==> src/rtl/mp_calc_sequencer.sv <==
// rtl/mp_calc_sequencer.sv - single-outstanding command sequencer for the multi-precision calculator
module mp_calc_sequencer #(
    parameter int LAT_SIMPLE = 12,
    parameter int LAT_CMUL   = 48,
    parameter int LAT_CDIV   = 100
) (
    input  logic        clk,
    input  logic        reset,
    input  logic        cmd_valid,
    output logic        cmd_ready,
    input  logic [7:0]  cmd_opcode,
    input  logic [15:0] cmd_a,
    input  logic [15:0] cmd_b,
    input  logic [15:0] cmd_c,
    input  logic [15:0] cmd_d,
    output logic [15:0] calc_A,
    output logic [15:0] calc_B,
    output logic [15:0] calc_C,
    output logic [15:0] calc_D,
    output logic [7:0]  calc_opcode,
    output logic        calc_compute,
    input  logic [15:0] calc_out,
    input  logic [15:0] calc_im,
    output logic        rsp_valid,
    input  logic        rsp_ready,
    output logic [15:0] rsp_out,
    output logic [15:0] rsp_im,
    output logic [7:0]  rsp_opcode,
    output logic        rsp_err
);

    typedef enum logic [2:0] {
        S_IDLE    = 3'd0,
        S_ISSUE   = 3'd1,
        S_WAIT    = 3'd2,
        S_CAPTURE = 3'd3,
        S_RESP    = 3'd4
    } state_t;

    state_t     state;
    state_t     next_state;
    logic [7:0] wait_cnt;
    logic       accept;
    logic       bad_opcode;

    assign accept     = cmd_valid && cmd_ready;
    assign bad_opcode = cmd_opcode > 8'd9;

    always_ff @(posedge clk) begin
        if (reset) begin
            state <= S_IDLE;
        end else begin
            state <= next_state;
        end
    end

    always_comb begin
        next_state = state;
        case (state)
            S_IDLE: begin
                if (accept) begin
                    next_state = bad_opcode ? S_RESP : S_ISSUE;
                end
            end
            S_ISSUE:   next_state = S_WAIT;
            S_WAIT: begin
                if (wait_cnt == 8'd0) begin
                    next_state = S_CAPTURE;
                end
            end
            S_CAPTURE: next_state = S_RESP;
            S_RESP: begin
                if (rsp_ready) begin
                    next_state = S_IDLE;
                end
            end
            default:   next_state = S_IDLE;
        endcase
    end

    // Gating with reset keeps the strobe and the handshake quiet while reset is held.
    always_comb begin
        cmd_ready    = (state == S_IDLE) && !reset;
        calc_compute = (state == S_ISSUE) && !reset;
        rsp_valid    = (state == S_RESP);
    end

    // Operands stay registered through WAIT; the calculator re-reads them in later phases.
    always_ff @(posedge clk) begin
        if (reset) begin
            calc_A      <= 16'h0;
            calc_B      <= 16'h0;
            calc_C      <= 16'h0;
            calc_D      <= 16'h0;
            calc_opcode <= 8'h0;
            wait_cnt    <= 8'h0;
            rsp_out     <= 16'h0;
            rsp_im      <= 16'h0;
            rsp_opcode  <= 8'h0;
            rsp_err     <= 1'b0;
        end else begin
            case (state)
                S_IDLE: begin
                    if (accept) begin
                        calc_A      <= cmd_a;
                        calc_B      <= cmd_b;
                        calc_C      <= cmd_c;
                        calc_D      <= cmd_d;
                        calc_opcode <= cmd_opcode;
                        if (bad_opcode) begin
                            rsp_out    <= 16'h0;
                            rsp_im     <= 16'h0;
                            rsp_err    <= 1'b1;
                            rsp_opcode <= cmd_opcode;
                        end
                    end
                end
                S_ISSUE: begin
                    case (calc_opcode)
                        8'd6:    wait_cnt <= 8'(LAT_CMUL);
                        8'd7:    wait_cnt <= 8'(LAT_CDIV);
                        default: wait_cnt <= 8'(LAT_SIMPLE);
                    endcase
                end
                S_WAIT: begin
                    if (wait_cnt != 8'd0) begin
                        wait_cnt <= wait_cnt - 8'd1;
                    end
                end
                S_CAPTURE: begin
                    rsp_out    <= calc_out;
                    rsp_im     <= calc_im;
                    rsp_err    <= 1'b0;
                    rsp_opcode <= calc_opcode;
                end
                default: begin
                end
            endcase
        end
    end

endmodule

==> config.mk <==
export PLATFORM = sky130hd
export DESIGN_NAME = mp_calc_sequencer
export DESIGN_NICKNAME = d
export VERILOG_FILES = /design/src/rtl/mp_calc_sequencer.sv
export SDC_FILE = /design/constraint.sdc
export NUM_CORES = 1
export LEC_CHECK = 0
export CAP_MARGIN = 20
export CORE_ASPECT_RATIO = 1.5
export CORE_MARGIN = 8
export CORE_UTILIZATION = 30
export DETAILED_ROUTE_END_ITERATION = 10
export PLACE_DENSITY = 0.71
export SLEW_MARGIN = 40
export SYNTH_ARGS = -nofsm -noshare
export SYNTH_HDL_FRONTEND = slang
export SYNTH_SLANG_ARGS = --single-unit
==> constraint.sdc <==
create_clock -name clk -period 2.6 [get_ports clk]
set_clock_uncertainty 0.2 [all_clocks]
set_input_delay 0.52 -clock clk [delete_from_list [all_inputs] [get_ports clk]]
set_output_delay 0.52 -clock clk [all_outputs]
set_load 0.01 [all_outputs]
# After elaboration in Yosys (flattened, before gate mapping)
# Cells that the tools add are included.
[word_totals] ff_bits=124 latchBits=0 ramBits=0 rom_bits=0 in_bits=108 output_inout_bits=116 elab_cells=55 mem_count=0
[op_classes] addsub=1 n_mul=0 div=0 magnitude_cmp=1 eq_ne=11 shift=0 n_mux=18 bitwise_logic=0 n_reduce_logical=13
[ops] cell="$pmux W16 S2" count=2
[ops] cell="$mux W16" count=2
[ops] cell="$pmux W8 S2" count=2
[ops] cell="$mux W8" count=3
[ops] cell="$eq A8 B3 Y1 const B" count=2
[ops] cell="$pmux W3 S5" count=1
[ops] cell="$pmux W7 S2" count=1
[ops] cell="$mux W3" count=4
[ops] cell="$gt A8 B4 Y1 const B" count=1
[ops] cell="$logic_not A8 Y1" count=1
[ops] cell="$ne A2 B2 Y1 const B" count=4
[ops] cell="$reduce_bool A8 Y1" count=1
[ops] cell="$sub A8 B1 Y8 const B" count=1
[ops] cell="$eq A3 B2 Y1 const B" count=2
[ops] cell="$reduce_and A3 Y1" count=2
[ops] cell="$reduce_and A2 Y1" count=2
[ops] cell="$reduce_bool A2 Y1" count=2
[ops] cell="$eq A3 B1 Y1 const B" count=1
[ops] cell="$eq A3 B3 Y1 const B" count=1
[ops] cell="$logic_and A1 B1 Y1" count=3
[ops] cell="$logic_not A3 Y1" count=1
[ops] cell="$mux W1" count=2
[ops] cell="$ne A2 B1 Y1 const B" count=1
[ops] cell="$pmux W1 S2" count=1
[ops] cell="$logic_not A1 Y1" count=1

# Depth between registers and ports, before layout
[depth] ltp_word=5 depth_mapped=8 mapped_depth_nobuf=5

# Worst setup path after synthesis
# OpenSTA, ideal clock, no wires.
[synth_path] path_kind="input to register" startpoint="in cmd_opcode[7]" endpoint="reg rsp_opcode[2]" setup_ns=0.131 arrival_time_ns=1.812 t_required_ns=2.269 setup_slack_ns=0.457 path_stages=5 path_buffers=1 path_cell_list="or4_1 o2111ai_4 buf_6 mux2i_1 a21oi_1"
[synth_between] elab_chain_len=3
[synth_lines] item="start: declaration" line="11" rtl="input logic [7:0] cmd_opcode,"
[synth_lines] item="$gt A8 B4 Y1" line="47" rtl="assign bad_opcode = cmd_opcode > 8'd9;"
[synth_lines] item="$ne A2 B2 Y1 (no line)"
[synth_lines] item="$reduce_and A3 Y1 (no line)"
[synth_lines] item="end signal: assignment" line="114" rtl="rsp_opcode <= cmd_opcode;"
[synth_lines] item="end signal: assignment" line="134" rtl="rsp_opcode <= calc_opcode;"
[synth_lines] item="end: declaration" line="28" rtl="output logic [7:0] rsp_opcode,"
# No other way between the ends.
# A chain may end at the register's enable or synchronous reset.

# Worst setup path after layout
[layout_path] startpoint="reg state[2]" endpoint="out rsp_valid"
[layout_between] elab_chain_len=1
[layout_lines] item="start: declaration" line="40" rtl="state_t state;"
[layout_lines] item="start signal: assignment" line="53" rtl="state <= next_state;"
[layout_lines] item="$eq A3 B3 Y1" line="85" rtl="rsp_valid = (state == S_RESP);"
[layout_lines] item="end: declaration" line="24" rtl="output logic rsp_valid,"
# No other way between the ends.

==> impl_metrics.yaml <==
finish:
  stdcell_count: 1026
  num_antenna_cells: 0
  stdcell_area_mm2: 0.00811
  drive_above_1_share: 0.0890
  syn_to_final_growth_pct: 63.3
  final_cell_mix: "clkdlybuf4s50_1 (221), nand2_1 (171), dfxtp_1 (122)"
  layout_commonest_cell: "clkdlybuf4s50_1"
  nNetsFinal: 918
synthesis:
  syn-num-nets: 702
  async_flop_share: 0
  syn_area_mm2: 0.00497
  synth_area_per_cell_um2: 8.39
  ys_types: 49
  syn_inst: 592
  synth-edff-count: 0
  ys_seq_elements: 124
  yosysWarnings: 0
  ys_seq_area_frac: 0.499
  synth_flop_cell: "dfxtp_1"
power_and_ir_drop:
  p_sw_frac: 0.277
  vdd_ir_drop_max_uv: 404
  powerDensity_mw_per_mm2: 716
  internal-power_uw: 4200
  combPwrFrac: 0.203
  switching_power_uw: 1610
  clkPwrFrac: 0.423
  p_total_uw: 5810
  seqPwrFrac: 0.375
  leakage_uw: 0.00315
routing:
  drt_first_pass_iters: 5
  routed_wl_um: 17100
  vias: 5033
  ant_nets: 0
  wire_per_inst_um: 16.6
  drc_errors: 0
  drt_iter0_markers: 393
  avgViaCountPerCell: 4.91
clocking:
  numCtsBuffers: 17
  clockRootBuffer: "clkbuf_16"
  clkSlewWorstSetupHoldPaths_ns: 0.06
  clk_latency_ns: 0.41
  cts_buffer_depth: 2
  cts_tree: "yes"
  h-tree-depth: 4
  clock-sinks: 124
sta:
  slew_headroom: 0.691
  hold_viol: 0
  drv_slew: 0
  max_clock_freq_mhz: 402
  setup_tns_ns: 0
  tightestPinTransition_ns: 0.464
  period_share: 0.956
  setup-violations-final: 0
  rsz0062_at_grt: "no"
  period_minus_slack_ns: 2.48
  fin_ws_ns: 0.115
grt:
  track_usage: 0.163
  grt-ovfl-total: 0
  grt_start_max_net_pins: 56
  grt_pass1_vias: 5117
  antenna_found_initial: 1
  grt_first_pass_wirelength_um: 27400
critical_path:
  r2r_slack_ns: 0.46
  cp.required_ns: 1.88
  startpoint_type: "flip-flop"
  worstPathArrival_ns: 1.76
  end_kind: "output pin"
  critPathKind: "reg -> out"
  worst-path-max-fanout: 12
die:
  start_util: 0.307
  io_pins: 224
  die_area_mm2: 0.0210
  core_area_mm2: 0.0162
  row_count: 57
  die_y_um: 174
  fp.dieW_um: 121
placement:
  io_buffers: 223
  place_inst: 995
  place_congestion: 0.804
  postPlaceCellArea_mm2: 0.00750
  dp_hpwl_um: 12100
  pre_cts_ws_ns: -0.149
min_path:
  min_path_type: "in -> reg"
job:
  maxCapViolCount: 0
run_status:
  status: "complete, no violations"
## synthesized netlist by cell type, types with 2 or more instances
cell | instances | area (µm²)
buf_6 | 2 | 22.5
o211ai_1 | 67 | 503
nor3_1 | 5 | 25.0
a221oi_1 | 4 | 35.0
dfxtp_1 | 124 | 2480
o31ai_1 | 3 | 22.5
a211oi_1 | 4 | 30.0
o22ai_1 | 2 | 12.5
ha_1 | 2 | 25.0
nand3b_1 | 2 | 15.0
a21oi_1 | 42 | 210
buf_2 | 9 | 45.0
nand3_1 | 38 | 190
nor3_2 | 2 | 20.0
a221o_1 | 2 | 20.0
or4_4 | 2 | 22.5
or3b_1 | 3 | 26.3
o21ai_0 | 11 | 55.1
clkbuf_1 | 31 | 116
buf_1 | 7 | 26.3
nor3b_1 | 2 | 15.0
a22o_1 | 4 | 35.0
mux2i_1 | 4 | 40.0
inv_1 | 7 | 26.3
xnor2_1 | 2 | 17.5
nor2_1 | 13 | 48.8
buf_4 | 6 | 45.0
nand2_1 | 171 | 642
## power groups by stage
stage,Sequential (µW),Combinational (µW),Clock [µW]
2_1_floorplan,2260,468,0
3_3_place_gp,2210,1180,0
3_5_place_dp,2220,1180,0
4_1_cts,2180,1190,2520
5_1_grt,2200,1280,2610
6_report,2180,1180,2460
## sequential cells by signal, indices dropped and copies added (netlist names)
| register | count |
|---|---|
| wait_cnt | 8 |
| rsp_err | 1 |
| rsp_opcode | 8 |
| calc_opcode | 8 |
| calc_B | 16 |
| state | 3 |
| calc_D | 16 |
| rsp_im | 16 |
| calc_A | 16 |
| calc_C | 16 |
| rsp_out | 16 |
## worst max-delay path: stages, from the launching register on
cell,delay (ns)
dfxtp_2,0.43
nor3b_1,0.25
clkdlybuf4s50_1,0.67
## layer usage
metal,vias to the layer above,part of all wire,global-route usage
li1,2518,-,-
met1,2287,0.42,0.184
met2,201,0.47,0.267
met3,25,0.092,0.0646
met4,2,0.020,0.0648
met5,-,0.00076,0
## path summary, 6_finish.rpt
kind	start	to	cells past startpoint
worst max register to register	state[1]	wait_cnt[5]	4
worst min register to register	rsp_out[13]	rsp_out[13]	2
worst max-delay path	state[2]	rsp_valid	2
worst min-delay path	reset	state[1]	2
## final cells by class
type,instances,area (µm²)
Inverter,8,30.0
Clock inverter,14,185
Multi-Input combinational cell,405,2210
Clock buffer,17,425
Tap cell,206,258
Timing Repair Buffer,252,2520
Sequential cell,124,2480
Fill cell,1508,8080
## cell families (layout without fill, tap and decap cells)
logic type	after synthesis	in the layout	synth area share
flops	124	124	0.499
xor+xnor	2	2	0.00353
mux	4	4	0.00806
buf+inv	63	291	0.0574
compound gates	152	152	0.215
simple gates	245	245	0.212
fa+ha+maj	2	2	0.00503
## through the flow
step	util	hold slack, ns
CTS	0.501	0.246
floorplan	-	0.250
global placement	0.463	0.250
global route	0.501	0.256
detailed placement	0.463	0.258
finish	0.501	0.255
## what timing repair did
| item | in CTS | in global routing |
|---|---|---|
| endpoints found under the setup margin | 0 | 2 |
| buffers inserted | 0 | 0 |
| gates resized for setup | 0 | 2 |
| hold buffers | 0 | 0 |
Power figures use the tool's default switching activity.
